===== config.mk =====
export PLATFORM = sky130hd
export DESIGN_NAME = int_iq_select_wakeup
export DESIGN_NICKNAME = d
export VERILOG_FILES = /design/src/rtl/int_iq_select_wakeup.sv
export SDC_FILE = /design/constraint.sdc
export NUM_CORES = 2
export LEC_CHECK = 0
export CAP_MARGIN = 25
export CORE_ASPECT_RATIO = 0.6
export CORE_MARGIN = 5
export CORE_UTILIZATION = 30
export CTS_CLUSTER_DIAMETER = 30
export DETAILED_ROUTE_END_ITERATION = 12
export PLACE_DENSITY_LB_ADDON = 0.08
export SKIP_CTS_REPAIR_TIMING = 1
export SLEW_MARGIN = 0
export SYNTH_ARGS = -nofsm -noshare
export SYNTH_HDL_FRONTEND = slang
export SYNTH_SLANG_ARGS = --single-unit

===== constraint.sdc =====
create_clock -name clk -period 11.3 [get_ports clk]
set_input_delay 2.825 -clock clk [delete_from_list [all_inputs] [get_ports clk]]
set_output_delay 2.825 -clock clk [all_outputs]
set_load 0.05 [all_outputs]

===== src/rtl/int_iq_select_wakeup.sv =====
// int_iq_select_wakeup
//   Integer issue queue core. Dispatched INT ops wait in a collapsing queue
//   (index 0 = oldest). Their sources are woken by the registered issue-tag
//   broadcast and by external writeback tags. Up to two ready ops issue per
//   cycle, oldest first.
// Ports
//   clk, rst_n             clock, synchronous active-low reset
//   flush                  squash all entries and issue outputs
//   rr_stall               register read busy: hold issue outputs, no select
//   disp{0,1}_*            dispatch slots (slot0 older), disp_ready back-pressure
//   ext_wb_valid/ext_wb_rd external wakeup tags (port 0 in the low bits)
//   iss{0,1}_*             registered issue outputs and rd broadcast
module int_iq_select_wakeup #(
  parameter int DEPTH     = 8,
  parameter int PRF_W     = 6,
  parameter int PAYLOAD_W = 64
) (
  input  logic                 clk,
  input  logic                 rst_n,
  input  logic                 flush,
  input  logic                 rr_stall,
  input  logic                 disp0_valid,
  input  logic [PRF_W-1:0]     disp0_rs1,
  input  logic                 disp0_rs1_rdy,
  input  logic [PRF_W-1:0]     disp0_rs2,
  input  logic                 disp0_rs2_rdy,
  input  logic [PRF_W-1:0]     disp0_rd,
  input  logic                 disp0_rd_valid,
  input  logic [PAYLOAD_W-1:0] disp0_payload,
  input  logic                 disp1_valid,
  input  logic [PRF_W-1:0]     disp1_rs1,
  input  logic                 disp1_rs1_rdy,
  input  logic [PRF_W-1:0]     disp1_rs2,
  input  logic                 disp1_rs2_rdy,
  input  logic [PRF_W-1:0]     disp1_rd,
  input  logic                 disp1_rd_valid,
  input  logic [PAYLOAD_W-1:0] disp1_payload,
  output logic                 disp_ready,
  input  logic [1:0]           ext_wb_valid,
  input  logic [2*PRF_W-1:0]   ext_wb_rd,
  output logic                 iss0_valid,
  output logic [PAYLOAD_W-1:0] iss0_payload,
  output logic                 iss0_rd_valid,
  output logic [PRF_W-1:0]     iss0_rd,
  output logic                 iss1_valid,
  output logic [PAYLOAD_W-1:0] iss1_payload,
  output logic                 iss1_rd_valid,
  output logic [PRF_W-1:0]     iss1_rd
);

  localparam int IDX_W = $clog2(DEPTH);
  localparam int CNT_W = $clog2(DEPTH + 1);

  typedef struct packed {
    logic                 valid;
    logic [PRF_W-1:0]     rs1;
    logic                 rs1_rdy;
    logic [PRF_W-1:0]     rs2;
    logic                 rs2_rdy;
    logic [PRF_W-1:0]     rd;
    logic                 rd_valid;
    logic [PAYLOAD_W-1:0] payload;
  } entry_t;

  entry_t             q     [DEPTH];
  entry_t             q_upd [DEPTH];
  entry_t             q_nxt [DEPTH];
  entry_t             new0, new1;
  logic [DEPTH-1:0]   entry_rdy;
  logic [DEPTH-1:0]   sel_mask;
  logic               found0, found1;
  logic [IDX_W-1:0]   idx0, idx1;
  logic [CNT_W-1:0]   count, count_nxt;
  logic               disp0_fire, disp1_fire;

  // Wake vector: registered issue broadcast plus external writeback.
  logic [3:0]         w_vld;
  logic [4*PRF_W-1:0] w_tags;
  assign w_vld  = {ext_wb_valid, iss1_rd_valid, iss0_rd_valid};
  assign w_tags = {ext_wb_rd, iss1_rd, iss0_rd};

  function automatic logic woken(input logic [PRF_W-1:0] tag,
                                 input logic [3:0] vld,
                                 input logic [4*PRF_W-1:0] tags);
    logic hit;
    hit = 1'b0;
    for (int k = 0; k < 4; k++)
      if (vld[k] && (tags[k*PRF_W +: PRF_W] == tag)) hit = 1'b1;
    return hit;
  endfunction

  assign disp_ready = (count <= CNT_W'(DEPTH - 2));
  assign disp0_fire = disp_ready & disp0_valid & ~flush;
  assign disp1_fire = disp_ready & disp1_valid & ~flush;

  always_comb begin
    for (int i = 0; i < DEPTH; i++) begin
      q_upd[i]         = q[i];
      q_upd[i].rs1_rdy = q[i].rs1_rdy | woken(q[i].rs1, w_vld, w_tags);
      q_upd[i].rs2_rdy = q[i].rs2_rdy | woken(q[i].rs2, w_vld, w_tags);
      entry_rdy[i]     = q[i].valid & q_upd[i].rs1_rdy & q_upd[i].rs2_rdy;
    end
  end

  // Dispatched sources see the same wake vector so no wakeup slips past.
  always_comb begin
    new0 = '{valid: 1'b1, rs1: disp0_rs1,
             rs1_rdy: disp0_rs1_rdy | woken(disp0_rs1, w_vld, w_tags),
             rs2: disp0_rs2,
             rs2_rdy: disp0_rs2_rdy | woken(disp0_rs2, w_vld, w_tags),
             rd: disp0_rd, rd_valid: disp0_rd_valid, payload: disp0_payload};
    new1 = '{valid: 1'b1, rs1: disp1_rs1,
             rs1_rdy: disp1_rs1_rdy | woken(disp1_rs1, w_vld, w_tags),
             rs2: disp1_rs2,
             rs2_rdy: disp1_rs2_rdy | woken(disp1_rs2, w_vld, w_tags),
             rd: disp1_rd, rd_valid: disp1_rd_valid, payload: disp1_payload};
  end

  // Oldest-first pick of up to two ready entries.
  always_comb begin
    found0   = 1'b0;
    found1   = 1'b0;
    idx0     = '0;
    idx1     = '0;
    sel_mask = '0;
    for (int i = 0; i < DEPTH; i++) begin
      if (!rr_stall && !flush && entry_rdy[i]) begin
        if (!found0) begin
          found0      = 1'b1;
          idx0        = IDX_W'(i);
          sel_mask[i] = 1'b1;
        end else if (!found1) begin
          found1      = 1'b1;
          idx1        = IDX_W'(i);
          sel_mask[i] = 1'b1;
        end
      end
    end
  end

  // Collapse survivors toward index 0, then append new ops behind them.
  always_comb begin
    count_nxt = '0;
    for (int i = 0; i < DEPTH; i++) q_nxt[i] = '0;
    for (int i = 0; i < DEPTH; i++) begin
      if (q_upd[i].valid && !sel_mask[i]) begin
        q_nxt[count_nxt[IDX_W-1:0]] = q_upd[i];
        count_nxt = count_nxt + 1'b1;
      end
    end
    if (disp0_fire && count_nxt < CNT_W'(DEPTH)) begin
      q_nxt[count_nxt[IDX_W-1:0]] = new0;
      count_nxt = count_nxt + 1'b1;
    end
    if (disp1_fire && count_nxt < CNT_W'(DEPTH)) begin
      q_nxt[count_nxt[IDX_W-1:0]] = new1;
      count_nxt = count_nxt + 1'b1;
    end
  end

  always_ff @(posedge clk) begin
    if (!rst_n || flush) begin
      for (int i = 0; i < DEPTH; i++) q[i] <= '0;
      count         <= '0;
      iss0_valid    <= 1'b0;
      iss0_payload  <= '0;
      iss0_rd_valid <= 1'b0;
      iss0_rd       <= '0;
      iss1_valid    <= 1'b0;
      iss1_payload  <= '0;
      iss1_rd_valid <= 1'b0;
      iss1_rd       <= '0;
    end else begin
      for (int i = 0; i < DEPTH; i++) q[i] <= q_nxt[i];
      count <= count_nxt;
      if (!rr_stall) begin
        iss0_valid    <= found0;
        iss0_payload  <= found0 ? q[idx0].payload : '0;
        iss0_rd_valid <= found0 & q[idx0].rd_valid;
        iss0_rd       <= found0 ? q[idx0].rd : '0;
        iss1_valid    <= found1;
        iss1_payload  <= found1 ? q[idx1].payload : '0;
        iss1_rd_valid <= found1 & q[idx1].rd_valid;
        iss1_rd       <= found1 ? q[idx1].rd : '0;
      end
    end
  end

endmodule


; After elaboration in Yosys (flattened, before gate mapping)
; Memory sizes are Yosys's and may differ from the RTL's.
; Index checks and enable logic that the tools add are counted.
[classes]
addsub = 9
multipliers = 0
div_mod_pow = 0
order_cmp = 21
eq_ne = 80
shift = 0
mux = 217
n_bitwise = 60
reduce_logical = 120
[ops]
columns = op, count
row1 = 688-bit bitwise mux, 9
row2 = 688-bit 2-to-1 mux, 9
row3 = 86-bit demux with 3-bit select, 9
row4 = 86-bit 2-to-1 mux, 18
row5 = 6-bit equality test, 80
row6 = 1-bit 2-to-1 mux, 129
row7 = 64-bit 2-to-1 mux, 2
row8 = 1-bit logical AND, 108
row9 = 3-bit 2-to-1 mux, 30
row10 = "4-bit by 1-bit adder with 4-bit output, second input constant", 9
row11 = "4-bit >= comparator, second input constant", 9
row12 = "4-bit by 1-bit < comparator with 1-bit output, second input constant", 9
row13 = 4-bit 2-to-1 mux, 9
row14 = 3-bit NOT with 4-bit output, 9
row15 = 1-bit bitwise OR, 28
row16 = 1-bit AND, 22
row17 = 6-bit 2-to-1 mux, 2
row18 = 1-bit zero test, 11
row19 = "4-bit < comparator, second input constant", 2
row20 = "4-bit by 3-bit less-or-equal comparator with 1-bit output, second input constant", 1
row21 = 1-bit logical OR, 1
row22 = 1-bit NOT, 1
[totals]
register_bits = 148
latch_bits = 0
ramBits = 688
rom_bits = 0
inputBits = 190
output_inout_bits = 145
elab_cells = 517
mem_count = 1
[mem_list]
columns = memory, words, word_bits, rd, rd_clocked_by_memory_dff, write_ports, line_no
row1 = q, 8, 86, 10, 0, 8, 65  ; entry_t q [DEPTH];

; Logic depth before layout (Yosys ltp)
; An unclocked memory read counts as a cell.
[depth]
ltp_word = 41
ltp_mapped = 46
depth_no_buf = 38

; Worst setup path before layout
; OpenSTA, ideal clock, no wires.
[synth_path]
path_kind = input port to flip-flop
start = input ext_wb_rd[6]
end = memory q[5][75] in the netlist's numbering
setup_ps = 132
arrival_time_ps = 10929
t_required_ps = 11168
slack_ps = 239
path_stages = 44
n_path_buf = 8
path_cell_list = buf_2 xnor2_1 nand4_1 nor4_1 nor4_1 o41ai_2 ha_1 inv_1 nor2_1 a21oi_1 and3_1 buf_2 clkinv_1 ha_1 nand2_1 a21oi_1 a21oi_1 inv_1 [... 8 more ...] nand2_1 a21boi_1 buf_2 inv_4 clkbuf_1 ha_1 mux2i_1 buf_2 inv_1 ha_1 a21boi_0 o221ai_1 a211o_1 buf_2 clkbuf_1 buf_2 o221ai_1 a21oi_1
[synth_rtl]
columns = item, line_no
row1 = from (decl), 40  ; input logic [2*PRF_W-1:0] ext_wb_rd,
row2 = to (decl), 65

==> results.sh <==
export IMPL_crit_fanout=90
export IMPL_die_area_mm2=0.2990
export IMPL_seq_power_share_pct=24.7
export IMPL_max_cap_violations=0
export IMPL_slew_headroom_pct=-25.61
export IMPL_finalCriticalPeriod_ps=10460
export IMPL_n_fill_cell=29340
export IMPL_clk_latency_ps=910
export IMPL_htreeDepth=5
export IMPL_fin_worst_skew_ps=97.71
export IMPL_antenna_found_initial=38
export IMPL_dieWidth_um=702.7
export IMPL_slowest_stage="buf_12"
export IMPL_grt_max_degree=173
export IMPL_clockPowerShare_pct=66.2
export IMPL_syn_instance_count=12300
export IMPL_grt_overflow_total=0
export IMPL_routedWlPerCell_um=39.84
export IMPL_synth_area_leaders="dfxtp_1, mux2i_1, nand2_1, clkbuf_1, o211ai_1"
export IMPL_tns_ps=0
export IMPL_avgSynthCellArea_um2=7.022
export IMPL_core_area_mm2=0.2862
export IMPL_crit_type="input port to flip-flop"
export IMPL_cts_tree="done"
export IMPL_fin_area_mm2=0.1063
export IMPL_maxSlewViolCount=107
export IMPL_wirelength_mm=633.3
export IMPL_synth_async_sr_flop_share_pct=0
export IMPL_final_common_cell="nand2_1"
export IMPL_drt_iter0_markers=20570
export IMPL_synth_edf_count=0
export IMPL_layout_drive_gt1_share_pct=12.35
export IMPL_switching_share_pct=26.97
export IMPL_gp_congestion=0.9836
export IMPL_worstPathArrival_ps=11240
export IMPL_tightestPinTransition_ps=1884
export IMPL_placedInstanceArea_mm2=0.09669
export IMPL_vias_per_cell=7.059
export IMPL_post_route_period_util_pct=92.54
export IMPL_final_cell_mix="nand2_1, nor2_1, dfxtp_1"
export IMPL_synth_top_area_share_pct=19.38
export IMPL_grt_pass1_wl_mm=857.9
export IMPL_synth_area_mm2=0.08636
export IMPL_place_hpwl_mm=387.6
export IMPL_final_hold_violation_count=0
export IMPL_grt_use_total_pct=39.88
export IMPL_rows=152
export IMPL_die_height_um=425.6
export IMPL_numCtsBuffers=276
export IMPL_cp_end_kind="flip-flop"
export IMPL_clk_pin_slew_ps=40
export IMPL_power_frac_comb_pct=9.1
export IMPL_start_kind="input port"
export IMPL_grt_pass1_vias=102000
export IMPL_io_pins=335
export IMPL_area_delta_synth_final_pct=23.14
export IMPL_critPathMaxStageDelay_ps=700
export IMPL_fmax_mhz=95.63
export IMPL_switchingPower_w=0.003334
export IMPL_cp_buffers_inverters=9
export IMPL_yosys_warnings=0
export IMPL_intPower_w=0.009030
export IMPL_p_leak_nw=40.34
export IMPL_ys_seq_elements=836
export IMPL_nets=12020
export IMPL_start_util_pct=30.17
export IMPL_postSynthNetCount=12500
export IMPL_clock_sinks=836
export IMPL_port_buffers=334
export IMPL_crit_top_cell="ha_1"
export IMPL_setup_violations=0
export IMPL_dr_total_vias=112200
export IMPL_worst_endpoint_required_ps=12080
export IMPL_path_delay_family="compound AO/OA/AOI/OAI gates"
export IMPL_drc=0
export IMPL_ant_nets=0
export IMPL_clockRootBuffer="clkbuf_16"
export IMPL_drt_pass1_iter_count=10
export IMPL_power_density_mw_per_mm2=116.3
export IMPL_seq_area_frac_synth_pct=19.38
export IMPL_grt_setup_unrepaired="no"
export IMPL_synth_top_area_cell="dfxtp_1"
export IMPL_violations="max-slew violations"
export IMPL_yosysUniqueCellTypes=89
export IMPL_hp_class="flip-flop to flip-flop"
export IMPL_synthFlopType="dfxtp_1"
export IMPL_run_status="complete, but fails checks"
export IMPL_ctsLongestPathBuffers=4
export IMPL_irDropWorstVdd_v=0.00009432
## synthesized netlist by cell type (17+ instances only)
| cell | instances |
|---|---|
| o31ai_1 | 344 |
| a211oi_1 | 486 |
| nand2_1 | 1689 |
| a311oi_1 | 296 |
| buf_2 | 137 |
| nor4_1 | 74 |
| buf_6 | 17 |
| nand4_1 | 78 |
| a2bb2oi_1 | 73 |
| a221o_1 | 84 |
| o21ai_0 | 176 |
| xor2_1 | 249 |
| nor3_1 | 130 |
| nor2_1 | 1052 |
| nand3_1 | 752 |
| o211ai_1 | 682 |
| dfxtp_1 | 836 |
| and2_1 | 153 |
| buf_4 | 86 |
| o311a_1 | 82 |
| inv_1 | 186 |
| xnor2_1 | 240 |
| a22oi_1 | 243 |
| buf_1 | 149 |
| o211a_1 | 72 |
| a21oi_1 | 426 |
| o311ai_0 | 83 |
| mux2i_1 | 775 |
| a31oi_1 | 91 |
| o221ai_1 | 89 |
| a221oi_1 | 249 |
| clkbuf_1 | 1433 |
| or3_1 | 261 |
| a22o_1 | 167 |
| mux2_2 | 178 |
## worst paths after layout
check	from	slack, ps	cells past startpoint	end
setup / recovery	ext_wb_rd[11]	840	36	q[5][35]
hold / removal	iss0_payload[24]	460	2	iss0_payload[24]
setup reg to reg	q[0][73]	1740	36	q[5][35]
hold reg to reg	iss0_payload[24]	460	2	iss0_payload[24]
## tightest hold or removal path, stage by stage (launching register included)
cell     delay, ps
dfxtp_1        300
nand2_1         60
a21oi_1         50
## area by class of cell
type | instances | area, µm² | area share [%]
Inverter | 191 | 721.9 | 0.6789
Timing Repair Buffer | 1074 | 12350 | 11.62
Tap cell | 3850 | 4817 | 4.530
Sequential cell | 836 | 16750 | 15.75
Antenna cell | 17 | 42.54 | 0.04000
Clock buffer | 381 | 7980 | 7.504
Clock inverter | 102 | 1518 | 1.427
Multi-Input combinational cell | 9445 | 62160 | 58.45
## layer usage
layer	global-route usage [%]	share of wire (%)	vias up
met5	1.145	0.14	-
met4	17.92	5.1	36
met3	17.77	16	2079
met2	51.53	37	10950
met1	55.38	41	54430
li1	-	-	44710
## logic make-up after synthesis
kind of cell,count (synthesis),share of synthesized area (%)
AO/OA/AOI/OAI,3735,32.89
XOR/XNOR,495,5.101
adder cells (fa/ha/maj),11,0.1536
buffers and inverters,2017,9.496
flip-flops,836,19.38
multiplexers,953,11.30
AND/OR/NAND/NOR,4251,21.67
## through the flow
step	hold slack (ps)	cells	worst slack, ps	utilization, %	power (W)
final	458.8	15900	843.5	37.15	0.01236
after floorplan	641.7	12300	238.8	-	0.003565
after CTS	460.5	15870	1197	37.10	0.01232
after global routing	473.2	15880	553.3	37.14	0.01255
after global placement	448.6	15380	108.6	33.76	0.004165
after detailed placement	454.5	15390	370.1	33.78	0.004165
## power by group through the flow
stage | Clock [W] | Sequential (W) | Combinational (W)
after floorplan | 0 | 0.00306 | 0.000504
after global placement | 0 | 0.00310 | 0.00107
after detailed placement | 0 | 0.00310 | 0.00107
after CTS | 0.00820 | 0.00305 | 0.00107
after global routing | 0.00836 | 0.00305 | 0.00114
final | 0.00818 | 0.00305 | 0.00113
## sequential cells by signal, indices dropped and copies added (netlist names)
name           flops
iss1_rd_valid      1
count              4
q                688
iss1_valid         1
iss0_valid         1
iss1_rd            6
iss1_payload      64
iss0_rd_valid      1
iss0_payload      64
iss0_rd            6
Note: power is estimated with default switching activity, not from simulation.
